**src/rtl/cfs_md_pkg.sv**
```systemverilog
// Shared MD stream types and helpers for the aligner and packer.
// Width helpers, the transfer item and the legality rule.
package cfs_md_pkg;

    localparam int MD_MAX_DW = 128;
    localparam int MD_MAX_OW = 4;
    localparam int MD_MAX_SW = 5;
    localparam int CNT_DROP_WIDTH = 8;

    typedef struct packed {
        logic [MD_MAX_DW-1:0] data;
        logic [MD_MAX_OW-1:0] offset;
        logic [MD_MAX_SW-1:0] size;
    } md_item_t;

    function automatic int md_off_w(input int dw);
        return (dw <= 8) ? 1 : $clog2(dw / 8);
    endfunction

    function automatic int md_size_w(input int dw);
        return $clog2(dw / 8) + 1;
    endfunction

    function automatic bit md_is_legal(input int unsigned offset,
                                       input int unsigned size,
                                       input int unsigned bytes);
        return (size != 0) && (offset + size <= bytes);
    endfunction

endpackage

```
**src/rtl/cfs_md_packer.sv**
```systemverilog
// Packs valid bytes of MD transfers into contiguous full-width words.
// Supports an explicit flush for the trailing partial word.
module cfs_md_packer
    import cfs_md_pkg::*;
#(
    parameter int ALGN_DATA_WIDTH = 32,
    localparam int BYTES = ALGN_DATA_WIDTH / 8,
    localparam int ALGN_OFFSET_WIDTH = md_off_w(ALGN_DATA_WIDTH),
    localparam int ALGN_SIZE_WIDTH = md_size_w(ALGN_DATA_WIDTH),
    localparam int FILL_WIDTH = $clog2(BYTES) + 1
) (
    input  logic                         clk,
    input  logic                         reset,
    input  logic                         md_rx_valid,
    input  logic [ALGN_DATA_WIDTH-1:0]   md_rx_data,
    input  logic [ALGN_OFFSET_WIDTH-1:0] md_rx_offset,
    input  logic [ALGN_SIZE_WIDTH-1:0]   md_rx_size,
    output logic                         md_rx_ready,
    output logic                         md_rx_err,
    input  logic                         flush,
    output logic                         out_valid,
    output logic [ALGN_DATA_WIDTH-1:0]   out_data,
    output logic [ALGN_SIZE_WIDTH-1:0]   out_bytes,
    input  logic                         out_ready,
    output logic [CNT_DROP_WIDTH-1:0]    cnt_drop,
    output logic                         busy
);

    localparam logic [FILL_WIDTH-1:0] L_BYTES = FILL_WIDTH'(BYTES);

    logic [2*ALGN_DATA_WIDTH-1:0] r_buf;
    logic [2*ALGN_DATA_WIDTH-1:0] w_buf_nxt;
    logic [FILL_WIDTH-1:0]        r_fill;
    logic [FILL_WIDTH-1:0]        w_fill_nxt;
    logic                         r_flush_pend;
    logic                         w_pend_nxt;
    logic [CNT_DROP_WIDTH-1:0]    r_cnt_drop;
    logic [ALGN_SIZE_WIDTH:0]     w_end;
    logic [ALGN_DATA_WIDTH-1:0]   w_src;
    logic                         w_legal;
    logic                         w_acc;
    logic                         w_pop;
    int                           w_f;
    int                           w_s;

    always_comb begin
        w_f = int'(r_fill);
        w_s = int'(md_rx_size);
        // Sum is one bit wider than size so offset+size never wraps.
        w_end = {1'b0, md_rx_size} + (ALGN_SIZE_WIDTH+1)'(md_rx_offset);
        w_legal = (md_rx_size != '0) &&
                  (w_end <= (ALGN_SIZE_WIDTH+1)'(BYTES));
        md_rx_ready = md_rx_valid && (r_fill < L_BYTES) && !r_flush_pend;
        md_rx_err = md_rx_ready && !w_legal;
        w_acc = md_rx_ready && w_legal;
        out_valid = (r_fill >= L_BYTES) || (r_flush_pend && r_fill != '0);
        out_bytes = (r_fill >= L_BYTES) ? ALGN_SIZE_WIDTH'(BYTES)
                                        : ALGN_SIZE_WIDTH'(r_fill);
        w_pop = out_valid && out_ready;
        w_src = md_rx_data >> {md_rx_offset, 3'b000};
        out_data = '0;
        for (int i = 0; i < BYTES; i++) begin
            if (i < w_f) out_data[i*8 +: 8] = r_buf[i*8 +: 8];
        end
        w_buf_nxt = r_buf;
        w_fill_nxt = r_fill;
        if (w_pop) begin
            w_buf_nxt = r_buf >> {out_bytes, 3'b000};
            w_fill_nxt = r_fill - FILL_WIDTH'(out_bytes);
        end else if (w_acc) begin
            for (int i = 0; i < 2*BYTES; i++) begin
                if (i >= w_f && i < w_f + w_s)
                    w_buf_nxt[i*8 +: 8] = w_src[(i - w_f)*8 +: 8];
            end
            w_fill_nxt = r_fill + FILL_WIDTH'(md_rx_size);
        end
        w_pend_nxt = r_flush_pend;
        if (w_pop && w_fill_nxt == '0) w_pend_nxt = 1'b0;
        // Bytes accepted this cycle count toward a same-cycle flush.
        if (flush && w_fill_nxt != '0) w_pend_nxt = 1'b1;
    end

    always_ff @(posedge clk) begin
        if (reset) begin
            r_buf <= '0;
            r_fill <= '0;
            r_flush_pend <= 1'b0;
            r_cnt_drop <= '0;
        end else begin
            r_buf <= w_buf_nxt;
            r_fill <= w_fill_nxt;
            r_flush_pend <= w_pend_nxt;
            if (md_rx_err && r_cnt_drop != '1)
                r_cnt_drop <= r_cnt_drop + 1'b1;
        end
    end

    assign cnt_drop = r_cnt_drop;
    assign busy = (r_fill != '0) || r_flush_pend;

endmodule

```
**config.mk**
```make
export PLATFORM = sky130hd
export DESIGN_NAME = cfs_md_packer
export DESIGN_NICKNAME = d
export VERILOG_FILES = /design/src/rtl/cfs_md_pkg.sv /design/src/rtl/cfs_md_packer.sv
export SDC_FILE = /design/constraint.sdc
export NUM_CORES = 1
export LEC_CHECK = 0
export BUFFER_PORTS_ARGS = -buffer_cell sky130_fd_sc_hd__buf_4
export CAP_MARGIN = 10
export CORE_MARGIN = 1.5
export CORE_UTILIZATION = 54
export CTS_CLUSTER_SIZE = 30
export DETAILED_ROUTE_END_ITERATION = 10
export GPL_TIMING_DRIVEN = 1
export PLACE_DENSITY = 0.78
export SYNTH_ARGS = -nofsm -noshare
export SYNTH_HDL_FRONTEND = slang
export SYNTH_SLANG_ARGS = --single-unit
```
**constraint.sdc**
```tcl
create_clock -name clk -period 3.2 [get_ports clk]
set_clock_uncertainty 0.1 [all_clocks]
set_input_delay 0.64 -clock clk [delete_from_list [all_inputs] [get_ports clk]]
set_output_delay 0.64 -clock clk [all_outputs]
set_load 0.02 [all_outputs]
```
== After elaboration in Yosys (flattened, before gate mapping) ==
Index checks and enable logic that the tools add are counted.

* Register bits after elaboration: 76
* Bits of input ports: 42
* Output and inout bits: 47
* Logic and storage cells: 119

* Add/subtract/negate cells: 13
* $lt $le $gt $ge: 22
* Equal/unequal tests: 1
* Shift operators: 10
* Multiplexer cells: 19
* Reduce and logical (&&, ||, !) cells: 43

{| class="wikitable"
|+ Operators with widths
! cell !! number
|-
| 32-bit by 7-bit indexed part select with 8-bit output || 8
|-
| 64-bit 2-to-1 mux || 2
|-
| 4-bit by 32-bit less-than comparator with 1-bit output (first input constant) || 3
|-
| 8-bit 2-to-1 mux || 12
|-
| 3-bit by 32-bit less-than comparator with 1-bit output (first input constant) || 2
|-
| 64-bit by 6-bit right shift with 64-bit output || 1
|-
| 1-bit by 32-bit less-than comparator with 1-bit output (first input constant) || 1
|-
| 2-bit by 32-bit less-than comparator with 1-bit output (first input constant) || 1
|-
| 32-bit by 5-bit right shift with 32-bit output || 1
|-
| 2-bit nonzero test || 10
|-
| 1-bit logical AND || 17
|-
| 2-bit AND reduction || 8
|-
| 3-bit by 3-bit subtractor with 4-bit output (first input constant) || 4
|-
| 3-bit >= comparator (first input constant) || 3
|-
| 3-bit 2-to-1 mux || 3
|-
| 3-bit nonzero test || 3
|-
| 8-bit by 1-bit adder with 8-bit output (second input constant) || 1
|-
| 8-bit != test (second input constant) || 1
|-
| 1-bit by 3-bit subtractor with 4-bit output (first input constant) || 2
|-
| 2-bit by 3-bit subtractor with 4-bit output (first input constant) || 2
|-
| 1-bit by 3-bit >= comparator with 1-bit output (first input constant) || 2
|-
| 2-bit by 3-bit >= comparator with 1-bit output (first input constant) || 2
|-
| 1-bit by 3-bit less-than comparator with 1-bit output (first input constant) || 2
|-
| 2-bit by 3-bit less-than comparator with 1-bit output (first input constant) || 2
|-
| other kinds (12) || 15
|}

== Logic depth before layout (Yosys ltp) ==
Gate-level depths: netlist of run 1.

* Depth after elaboration: 10
* Mapped depth: 14
* Mapped depth without buffers: 10

== Worst setup path after synthesis of run 1 ==
No wires, ideal clock.

* Path type: input to register
* From: input port md_rx_offset[1]
* To: register r_buf[20]
* Setup time: 0.122 ns
* Arrival time: 3.103 ns
* Data required time: 2.978 ns
* Slack: -0.125 ns
* Cell stages on the path: 11
* Path buffers: 3
* Cell sequence: buf_2 > buf_2 > inv_1 > fa_1 > nand2b_1 > a221o_1 > a21bo_2 > buf_6 > o21ai_2 > nor2_1 > a221o_1

* Word-level cells in the longest chain between the ends: 6
* Elaborated cells on any way between the ends: 11
* Those cells by class: add/sub: 1; order compare: 1; shift: 2; mux: 3; reduce/logical: 4

{| class="wikitable"
|+ Ends and longest elaborated chain
! element !! line !! RTL
|-
| start: declaration || cfs_md_packer.sv:16 || <nowiki>input logic [ALGN_OFFSET_WIDTH-1:0] md_rx_offset,</nowiki>
|-
| branches (longest 6 deep; another with 64-bit 2-to-1 mux) || - ||
|-
| end signal: assignment || cfs_md_packer.sv:90 || <nowiki>r_buf <= w_buf_nxt;</nowiki>
|-
| end: declaration || cfs_md_packer.sv:31 || <nowiki>logic [2*ALGN_DATA_WIDTH-1:0] r_buf;</nowiki>
|}

Parallel ways; which one is timed is not known. The select of a mux whose other input is x is not followed.
A chain may end at the register's enable or synchronous reset.

== Worst setup path in the final report of run 1 ==
* From: input port md_rx_size[0]
* To: output port md_rx_err

* Word-level cells in the longest chain between the ends: 5
* Elaborated cells on any way between the ends: 6
* Those cells by class: add/sub: 1; order compare: 1; reduce/logical: 4

{| class="wikitable"
|+ Ends and longest elaborated chain
! element !! line !! RTL
|-
| start: declaration || cfs_md_packer.sv:17 || <nowiki>input logic [ALGN_SIZE_WIDTH-1:0] md_rx_size,</nowiki>
|-
| 3-bit by 2-bit adder with 4-bit output || cfs_md_packer.sv:50 || <nowiki>w_end = {1'b0, md_rx_size} + (ALGN_SIZE_WIDTH+1)'(md_rx_offset);</nowiki>
|-
| 4-bit by 3-bit <= comparator with 1-bit output || cfs_md_packer.sv:52 || <nowiki>(w_end <= (ALGN_SIZE_WIDTH+1)'(BYTES));</nowiki>
|-
| 1-bit logical AND (*) || cfs_md_packer.sv:51 || <nowiki>w_legal = (md_rx_size != '0) &&</nowiki>
|-
| 1-bit zero test (*) || cfs_md_packer.sv:54 || <nowiki>md_rx_err = md_rx_ready && !w_legal;</nowiki>
|-
| 1-bit logical AND (*) || cfs_md_packer.sv:54 ||
|-
| end: declaration || cfs_md_packer.sv:19 || <nowiki>output logic md_rx_err,</nowiki>
|}

Every way passes the cells marked *; elsewhere a longest branch is shown, timed or not.

==> results.py, run 1 <==
metrics = {
    "placed_design": {
        "place.gp.congestion": 0.980,
        "portBuffers": 88,
        "dpl-instance-area_um2": 8230,
        "dpl.cell_count": 1177,
        "dp_hpwl_um": 17900,
    },
    "min_path": {
        "min_from": "r_buf[1]$_SDFFE_PP0P_",
        "hold_depth": 2,
        "hold_class": "flip-flop to flip-flop",
        "min_to": "r_buf[1]$_SDFFE_PP0P_",
    },
    "finish": {
        "area_delta_synth_final_pct": 18.8,
        "drive_gt1_share_pct": 21.7,
        "diodes": 0,
        "final_cells": 1193,
        "final_cell_area_um2": 8550,
        "final_nets": 1081,
    },
    "timing": {
        "fmax_ghz": 0.327,
        "finalHoldViolCount": 0,
        "rsz0062_at_grt": "no",
        "slew_violations": 0,
        "tightest_slew_ns": 0.877,
        "min_period_over_period_pct": 95.5,
        "slew_headroom_pct": 41.3,
        "min_period_ns": 3.06,
        "setup_viol": 0,
        "setup_tns_ns": 0,
        "hold_ws_ns": 0.371,
    },
    "critical_path": {
        "critPathLaunchType": "input port",
        "r2r-end": "r_buf[0]$_SDFFE_PP0P_",
        "cp.arrival_ns": 2.32,
        "r2r_slack_ns": 0.26,
        "crit_fanout": 3,
        "criticalPathCategory": "input port to output pin",
        "r2r_start": "r_fill[0]$_SDFF_PP0_",
        "crit_start": "md_rx_size[0]",
        "crit_path_end_kind": "output pin",
        "r2r_cells": 11,
        "cp.required_ns": 2.46,
    },
    "global_route": {
        "grt_pass1_wl_um": 38000,
        "grt_max_degree": 50,
        "grt_util_all_layers_pct": 33.8,
        "overflow": 0,
        "grt_pass1_vias": 7367,
        "antenna_found_initial": 0,
    },
    "logic_synthesis": {
        "syn_inst": 935,
        "postSynthAreaPerCell_um2": 7.70,
        "synth_top_family_by_area": "compound AO/OA/AOI/OAI gates",
        "synthTopCellsByArea": "dfxtp_1 (21%), mux2i_1 (6.8%), nor2_1 (6.4%)",
        "yosysTopAreaCellShare_pct": 21.1,
        "synth_compound_area_share_pct": 28.7,
        "yosys_warnings": 0,
        "syn_nets": 1000,
        "synthDistinctLibCells": 74,
        "synth_simple_gate_area_share_pct": 23.7,
        "synth-xor-area-share_pct": 1.22,
        "synth_mux_area_share_pct": 14.6,
        "synth_seq_cells": 76,
        "ys.flop_type": "dfxtp_1",
        "yosys.area.top_type": "dfxtp_1",
        "ys_seq_area_share_pct": 21.1,
        "syn_area_um2": 7200,
        "ys_async_sr_fraction_pct": 0,
        "synth_adder_area_share_pct": 4.21,
        "synth_edf_count": 0,
    },
    "clocking": {
        "cts_hold_buf": 0,
        "numCtsBuffers": 9,
        "clock_latency_ns": 0.35,
        "clock_path_buffers": 2,
        "cts_root_buffer": "clkbuf_16",
        "post_cts_buffers": 0,
        "cts_max_level": 3,
        "clock-sinks": 76,
        "cts_tree": "yes",
        "cts.clk_slew.worst_paths_ns": 0.06,
        "cts_resized": 0,
    },
    "route": {
        "via_count": 7903,
        "firstDrtPassIters": 5,
        "via_per_inst": 6.62,
        "drc": 0,
        "drt_wl_total_um": 23800,
        "detail_route.iter0.violations": 1018,
        "wl_per_cell_um": 19.9,
        "ant_nets": 0,
    },
    "floorplan": {
        "io_pins": 89,
        "die_x_um": 118,
        "dieArea_um2": 14000,
        "die_h_um": 118,
        "row_count": 41,
        "start_util_pct": 56.1,
        "coreArea_um2": 12800,
    },
    "power": {
        "powerDensity_nw_per_um2": 652,
        "leakagePower_uw": 0.00351,
        "ir_drop_uv": 471,
    },
    "outcome": {
        "outcome": "completed",
    },
    "run": {
        "cap_violations": 0,
    },
}
[worst max-delay path by stage]
stage / end / slack, ns / cells past startpoint
after floorplan: r_buf[43]$_SDFFE_PP0P_ / 0.03 / 12
after global placement: r_buf[21]$_SDFFE_PP0P_ / 0.004 / 11
after detailed placement: r_buf[21]$_SDFFE_PP0P_ / -0.08 / 11
after CTS: md_rx_err / 0.14 / 10
after global routing: md_rx_err / 0.04 / 10
final: md_rx_err / 0.14 / 10
[flip-flops by register name (all words and copies together), names as in the netlist]
register / count
cnt_drop: 8
r_buf: 64
r_fill: 3
r_flush_pend: 1
[cells in the final DEF (no fill, tap or decap), types with 18 or more instances in the layout]
master / instances
a211oi_1: 29
a21oi_1: 47
a22oi_1: 24
and2_1: 18
buf_4: 132
dfxtp_1: 76
ha_1: 20
inv_1: 31
mux2_2: 22
mux2i_1: 49
nand2_1: 86
nor2_1: 122
nor2b_1: 33
nor3_1: 43
o21ai_0: 33
[cells in the mapped netlist, drive strengths merged, types with 6 or more instances]
library cell	count
a211oi	33
a21o	9
a21oi	47
a221oi	12
a22oi	24
a2bb2oi	6
a311oi	9
a32oi	8
and2	18
and3	6
buf	32
clkbuf	37
dfxtp	76
ha	21
inv	34
mux2	22
mux2i	49
mux4	14
nand2	86
nand2b	15
nand3	16
nor2	123
nor2b	33
nor3	44
o211a	7
o211ai	12
o21a	6
o21ai	37
o22ai	17
o32ai	6
xnor2	9
[metrics by stage]
stage	setup slack, ns	util [%]	total power (uW)
floorplan	0.0328	-	3380
global placement	0.00439	64.1	4320
detailed placement	-0.0784	64.1	4360
CTS	0.137	66.7	5500
global route	0.0428	66.7	5880
finish	0.143	66.7	5570
[power breakdown]
group	internal [uW]	leakage (uW)	total (uW)	switching [uW]
Combinational	1230	0.00274	3090	1860
Clock	707	0.000152	1130	422
Sequential	1150	0.000619	1360	209
Total	3090	0.00351	5570	2490
[worst max-delay path, cell delays in order]
cell      delay [ns]
buf_4           0.10
ha_1            0.16
inv_1           0.06
fa_1            0.47
nand2b_1        0.07
a221o_1         0.34
buf_4           0.14
nand3_1         0.12
inv_1           0.06
buf_4           0.15
[cell type report]
cell class	count	area, um^2
Sequential cell	76	1520
Multi-Input combinational cell	755	5230
Inverter	35	131
Timing Repair Buffer	139	1130
Tap cell	172	215
Fill cell	1130	4270
Clock inverter	5	83.8
Clock buffer	11	243
[cell families (layout without fill, tap and decap cells)]
kind of cell	Yosys count	count (layout)
mux	85	85
flops	76	76
compound gates	274	274
xor+xnor	10	10
fa+ha+maj	23	23
buf+inv	104	190
other cells	1	1
simple gates	362	362
[routing by layer]
layer,vias to the layer above,global-route usage (%),share of wire [%]
met3,99,6.90,8.9
met1,3705,42.9,41
met2,490,52.9,44
met5,-,0,0
li1,3609,-,-
met4,0,19.9,6.2
No activity file was read; power rests on OpenSTA's default activity.
==> run 2, diff against run 1 <==
- CORE_UTILIZATION: 54 -> 60
- PLACE_DENSITY: 0.78 -> 0.82
- clock period: 3.2 -> 3.7 ns (I/O delays scaled with it)
==> results.py, run 2 (synthesized netlist as in run 1, its figures left out) <==
metrics = {
    "global_route": {
        "antenna_found_initial": 0,
        "grt_pass1_vias": 7212,
        "grt_pass1_wl_um": 37100,
        "grt_util_all_layers_pct": 37.0,
        "overflow": 0,
        "grt_max_degree": 70,
    },
    "floorplan": {
        "dieArea_um2": 12700,
        "row_count": 39,
        "start_util_pct": 62.2,
        "die_x_um": 113,
        "coreArea_um2": 11600,
        "io_pins": 89,
        "die_h_um": 113,
    },
    "finish": {
        "seqCellArea_um2": 1520,
        "final_nets": 1066,
        "fillers": 1004,
        "area_delta_synth_final_pct": 14.5,
        "layout_common_cells": "buf_4 (124), nor2_1 (122), nand2_1 (86), dfxtp_1 (76), mux2i_1 (49)",
        "multi_input_area_um2": 5220,
        "diodes": 0,
        "largest_reg_flops": 64,
        "regMostFlops": "r_buf",
        "drive_gt1_share_pct": 20.3,
        "layout_commonest_cell": "buf_4",
    },
    "clocking": {
        "clock_path_buffers": 2,
        "cts_hold_buf": 0,
        "clock-sinks": 76,
        "cts_root_buffer": "clkbuf_16",
        "cts_max_level": 3,
        "cts.clk_slew.worst_paths_ns": 0.06,
        "post_cts_buffers": 0,
        "cts_resized": 0,
        "clock_latency_ns": 0.35,
        "numCtsBuffers": 9,
        "cts_tree": "yes",
    },
    "route": {
        "drc": 6,
        "via_count": 7847,
        "wl_per_cell_um": 20.5,
        "firstDrtPassIters": 9,
        "ant_nets": 0,
        "detail_route.iter0.violations": 1206,
        "drt_wl_total_um": 23500,
        "via_per_inst": 6.84,
    },
    "timing": {
        "min_period_over_period_pct": 91.6,
        "rsz0062_at_grt": "no",
        "slew_headroom_pct": 44.9,
        "finalHoldViolCount": 0,
        "fmax_ghz": 0.295,
        "setup_tns_ns": 0,
        "min_period_ns": 3.39,
        "slew_violations": 0,
        "setup_viol": 0,
        "tightest_slew_ns": 0.826,
        "setup_ws_ns": 0.312,
    },
    "critical_path": {
        "critPathSlowestCell": "nand2_1",
        "cpPeakStageDelay_ns": 0.58,
        "critPathLaunchType": "flip-flop",
        "cp.arrival_ns": 3.55,
        "cp.required_ns": 3.87,
        "critPathTopFamily": "simple AND/OR/NAND/NOR gates",
        "crit_fanout": 19,
        "crit_path_end_kind": "flip-flop",
        "criticalPathCategory": "flip-flop to flip-flop",
        "crit_chain": "inv_1 > ha_1 > ha_1 > nand2b_1 > a21oi_1 > nand2_1 > o32ai_1 > nor2_1 > nor3_1",
        "critPathBufInv": 1,
        "cpMostUsedCell": "ha_1",
    },
    "outcome": {
        "violations": "DRC",
        "outcome": "finished, violations left",
    },
    "min_path": {
        "hold_class": "flip-flop to flip-flop",
    },
    "placed_design": {
        "portBuffers": 88,
        "place.gp.congestion": 0.985,
        "dp_hpwl_um": 17400,
        "post-place-ws_ns": 0.248,
    },
    "power": {
        "leakagePower_uw": 0.00337,
        "finalPower_uw": 4520,
        "ir_drop_uv": 444,
        "powerDensity_nw_per_um2": 548,
    },
    "run": {
        "cap_violations": 0,
    },
}
## run 2: path summary, 6_finish.rpt
check                                           start                      to  slack, ns  cells past startpoint
worst max-delay path             r_fill[0]$_SDFF_PP0_  r_buf[55]$_SDFFE_PP0P_       0.31                      9
worst min-delay path            r_buf[5]$_SDFFE_PP0P_   r_buf[5]$_SDFFE_PP0P_       0.37                      2
worst max register to register   r_fill[0]$_SDFF_PP0_  r_buf[55]$_SDFFE_PP0P_       0.31                      9
worst min register to register  r_buf[5]$_SDFFE_PP0P_   r_buf[5]$_SDFFE_PP0P_       0.37                      2
## run 2: through the flow
step	utilization [%]	instance area, um^2	cells	hold slack, ns
after floorplan	-	7200	935	0.341
after global placement	69.0	7980	1133	0.356
after detailed placement	69.0	7980	1133	0.361
after CTS	71.3	8240	1147	0.369
after global routing	71.3	8240	1147	0.390
final	71.3	8240	1147	0.366
## run 2: per-layer routing
layer	global-route usage [%]	wire (um)	up-vias	share of wire, %
met1	48.4	9330	3635	40
met5	0	0	-	0
met2	59.1	10500	512	45
met4	19.9	1420	0	6.0
li1	-	-	3591	-
met3	5.83	2280	109	9.7
## run 2: layout make-up
cell class / instances / area share [%]
tap: 143 / 2.17
clock buffer: 12 / 2.99
clock inverter: 2 / 0.152
multi-input combinational: 755 / 63.3
inverter: 35 / 1.59
timing repair buffer: 124 / 11.3
sequential: 76 / 18.5
## run 2: tightest hold or removal path, stage by stage, from the launching register on
cell and delay, ns:
dfxtp_1 0.30, inv_1 0.06, a211oi_1 0.06
## run 2: power breakdown
part	total, uW	internal, uW	switching [uW]
logic	2540	959	1580
registers	1180	994	185
clock network	799	464	335
==> run 3, diff against run 2 <==
==> constraint.sdc (replaced) <==
create_clock -name clk -period 3.8 [get_ports clk]
set_clock_uncertainty 0.1 [all_clocks]
set_input_delay 0.76 -clock clk [delete_from_list [all_inputs] [get_ports clk]]
set_output_delay 0.76 -clock clk [all_outputs]
set_load 0.1 [all_outputs]
==> results.py, run 3 (synthesized netlist as in run 1, its figures left out) <==
metrics = {
    "finish": {
        "diodes": 0,
        "largest_reg_flops": 64,
        "area_delta_synth_final_pct": 14.9,
        "layout_commonest_cell": "nor2_1",
        "final_nets": 1063,
        "layout_common_cells": "nor2_1 (122), buf_4 (121), nand2_1 (86), dfxtp_1 (76), mux2i_1 (49)",
        "drive_gt1_share_pct": 20.5,
        "final_cell_area_um2": 8270,
        "regMostFlops": "r_buf",
    },
    "floorplan": {
        "coreArea_um2": 11600,
        "row_count": 39,
        "die_h_um": 113,
        "die_x_um": 113,
        "io_pins": 89,
        "dieArea_um2": 12700,
        "start_util_pct": 62.2,
    },
    "clocking": {
        "numCtsBuffers": 9,
        "clock-sinks": 76,
        "post_cts_buffers": 0,
        "cts_tree": "yes",
        "clock_latency_ns": 0.36,
        "cts_root_buffer": "clkbuf_16",
        "cts_max_level": 3,
        "cts.clk_slew.worst_paths_ns": 0.06,
        "clock_path_buffers": 2,
        "cts_hold_buf": 0,
        "cts_resized": 0,
    },
    "placed_design": {
        "dp_hpwl_um": 17200,
        "dpl-instance-area_um2": 7970,
        "portBuffers": 88,
        "place.gp.congestion": 1.00,
    },
    "route": {
        "firstDrtPassIters": 9,
        "via_per_inst": 6.91,
        "ant_nets": 0,
        "drt_wl_total_um": 23300,
        "via_count": 7917,
        "detail_route.iter0.violations": 1104,
        "drc": 7,
        "wl_per_cell_um": 20.4,
    },
    "critical_path": {
        "r2r-end": "r_buf[1]$_SDFFE_PP0P_",
        "r2r_slack_ns": 0.60,
        "r2r_cells": 10,
        "crit_path_end_kind": "output pin",
        "crit_fanout": 3,
        "cp.arrival_ns": 2.41,
        "cpPeakStageDelay_ns": 0.47,
        "criticalPathCategory": "input port to output pin",
        "critPathTopFamily": "adder cells",
        "critPathSlowestCell": "fa_1",
        "r2r_start": "r_fill[1]$_SDFF_PP0_",
        "critPathBufInv": 4,
        "crit_chain": "buf_4 > ha_1 > inv_1 > fa_1 > nand2b_1 > a221o_1 > nand3_1 > inv_1 > buf_4",
        "cp.required_ns": 2.94,
        "critPathLaunchType": "input port",
    },
    "power": {
        "ir_drop_uv": 564,
        "leakagePower_uw": 0.00338,
        "powerDensity_nw_per_um2": 578,
        "finalPower_uw": 4780,
    },
    "global_route": {
        "antenna_found_initial": 0,
        "grt_util_all_layers_pct": 36.7,
        "overflow": 0,
        "grt_pass1_wl_um": 36800,
        "grt_max_degree": 50,
        "grt_pass1_vias": 7033,
    },
    "min_path": {
        "min_to": "r_buf[1]$_SDFFE_PP0P_",
        "min_from": "r_buf[1]$_SDFFE_PP0P_",
        "hold_class": "flip-flop to flip-flop",
        "hold_depth": 2,
    },
    "timing": {
        "tightest_slew_ns": 0.903,
        "setup_tns_ns": 0,
        "min_period_over_period_pct": 86.1,
        "setup_viol": 0,
        "rsz0062_at_grt": "no",
        "min_period_ns": 3.27,
        "hold_ws_ns": 0.369,
        "slew_violations": 0,
        "fmax_ghz": 0.305,
        "finalHoldViolCount": 0,
        "slew_headroom_pct": 39.6,
    },
    "outcome": {
        "violations": "DRC",
        "outcome": "finished, violations left",
    },
    "run": {
        "cap_violations": 0,
    },
}
[run 3: worst reg2reg max path, cell delays in order, from the launching register on]
cell and delay, ns:
dfxtp_1 0.33, inv_1 0.07, buf_4 0.20, ha_1 0.25
ha_1 0.22, nand2b_1 0.22, a21oi_1 0.47, nand2_1 0.56
o21ai_0 0.36, nor3_1 0.13, a211oi_1 0.22
[run 3: how the worst max path moves through the flow]
stage / start / end / depth (start not counted)
after global routing: r_fill[1]$_SDFF_PP0_ / r_buf[3]$_SDFFE_PP0P_ / 10
after global placement: md_rx_size[0] / r_buf[44]$_SDFFE_PP0P_ / 10
after detailed placement: md_rx_size[0] / r_buf[44]$_SDFFE_PP0P_ / 11
after floorplan: r_fill[1]$_SDFF_PP0_ / out_data[0] / 7
after CTS: md_rx_size[0] / md_rx_err / 9
final: md_rx_size[0] / md_rx_err / 9
[run 3: power breakdown]
part           switching (uW)  total, uW  internal, uW
Sequential                188       1160           968
Clock                     355        880           525
Combinational            1820       2750           932
[run 3: routing by layer]
metal  global-route usage (%)  vias up  share of wire, %
met1                     47.7     3683                39
li1                         -     3571                 -
met4                     20.1        0               6.1
met2                     57.9      550                45
met3                     6.53      113                11
met5                        0        -                 0
[run 3: cell type report]
type	instances	area, um^2
multi-input cells	755	5230
clock inverters	6	63.8
repair buffers	121	908
flip-flops and latches	76	1520
well taps	143	179
clock buffers	10	239
inverters	35	131
fillers	936	3290
[run 3: through the flow]
stage	utilization, %	setup slack (ns)	cells
2_1_floorplan	-	-0.0232	935
3_3_place_gp	68.9	0.367	1130
3_5_place_dp	68.9	0.274	1130
4_1_cts	71.5	0.519	1146
5_1_grt	71.5	0.353	1146
6_report	71.5	0.526	1146
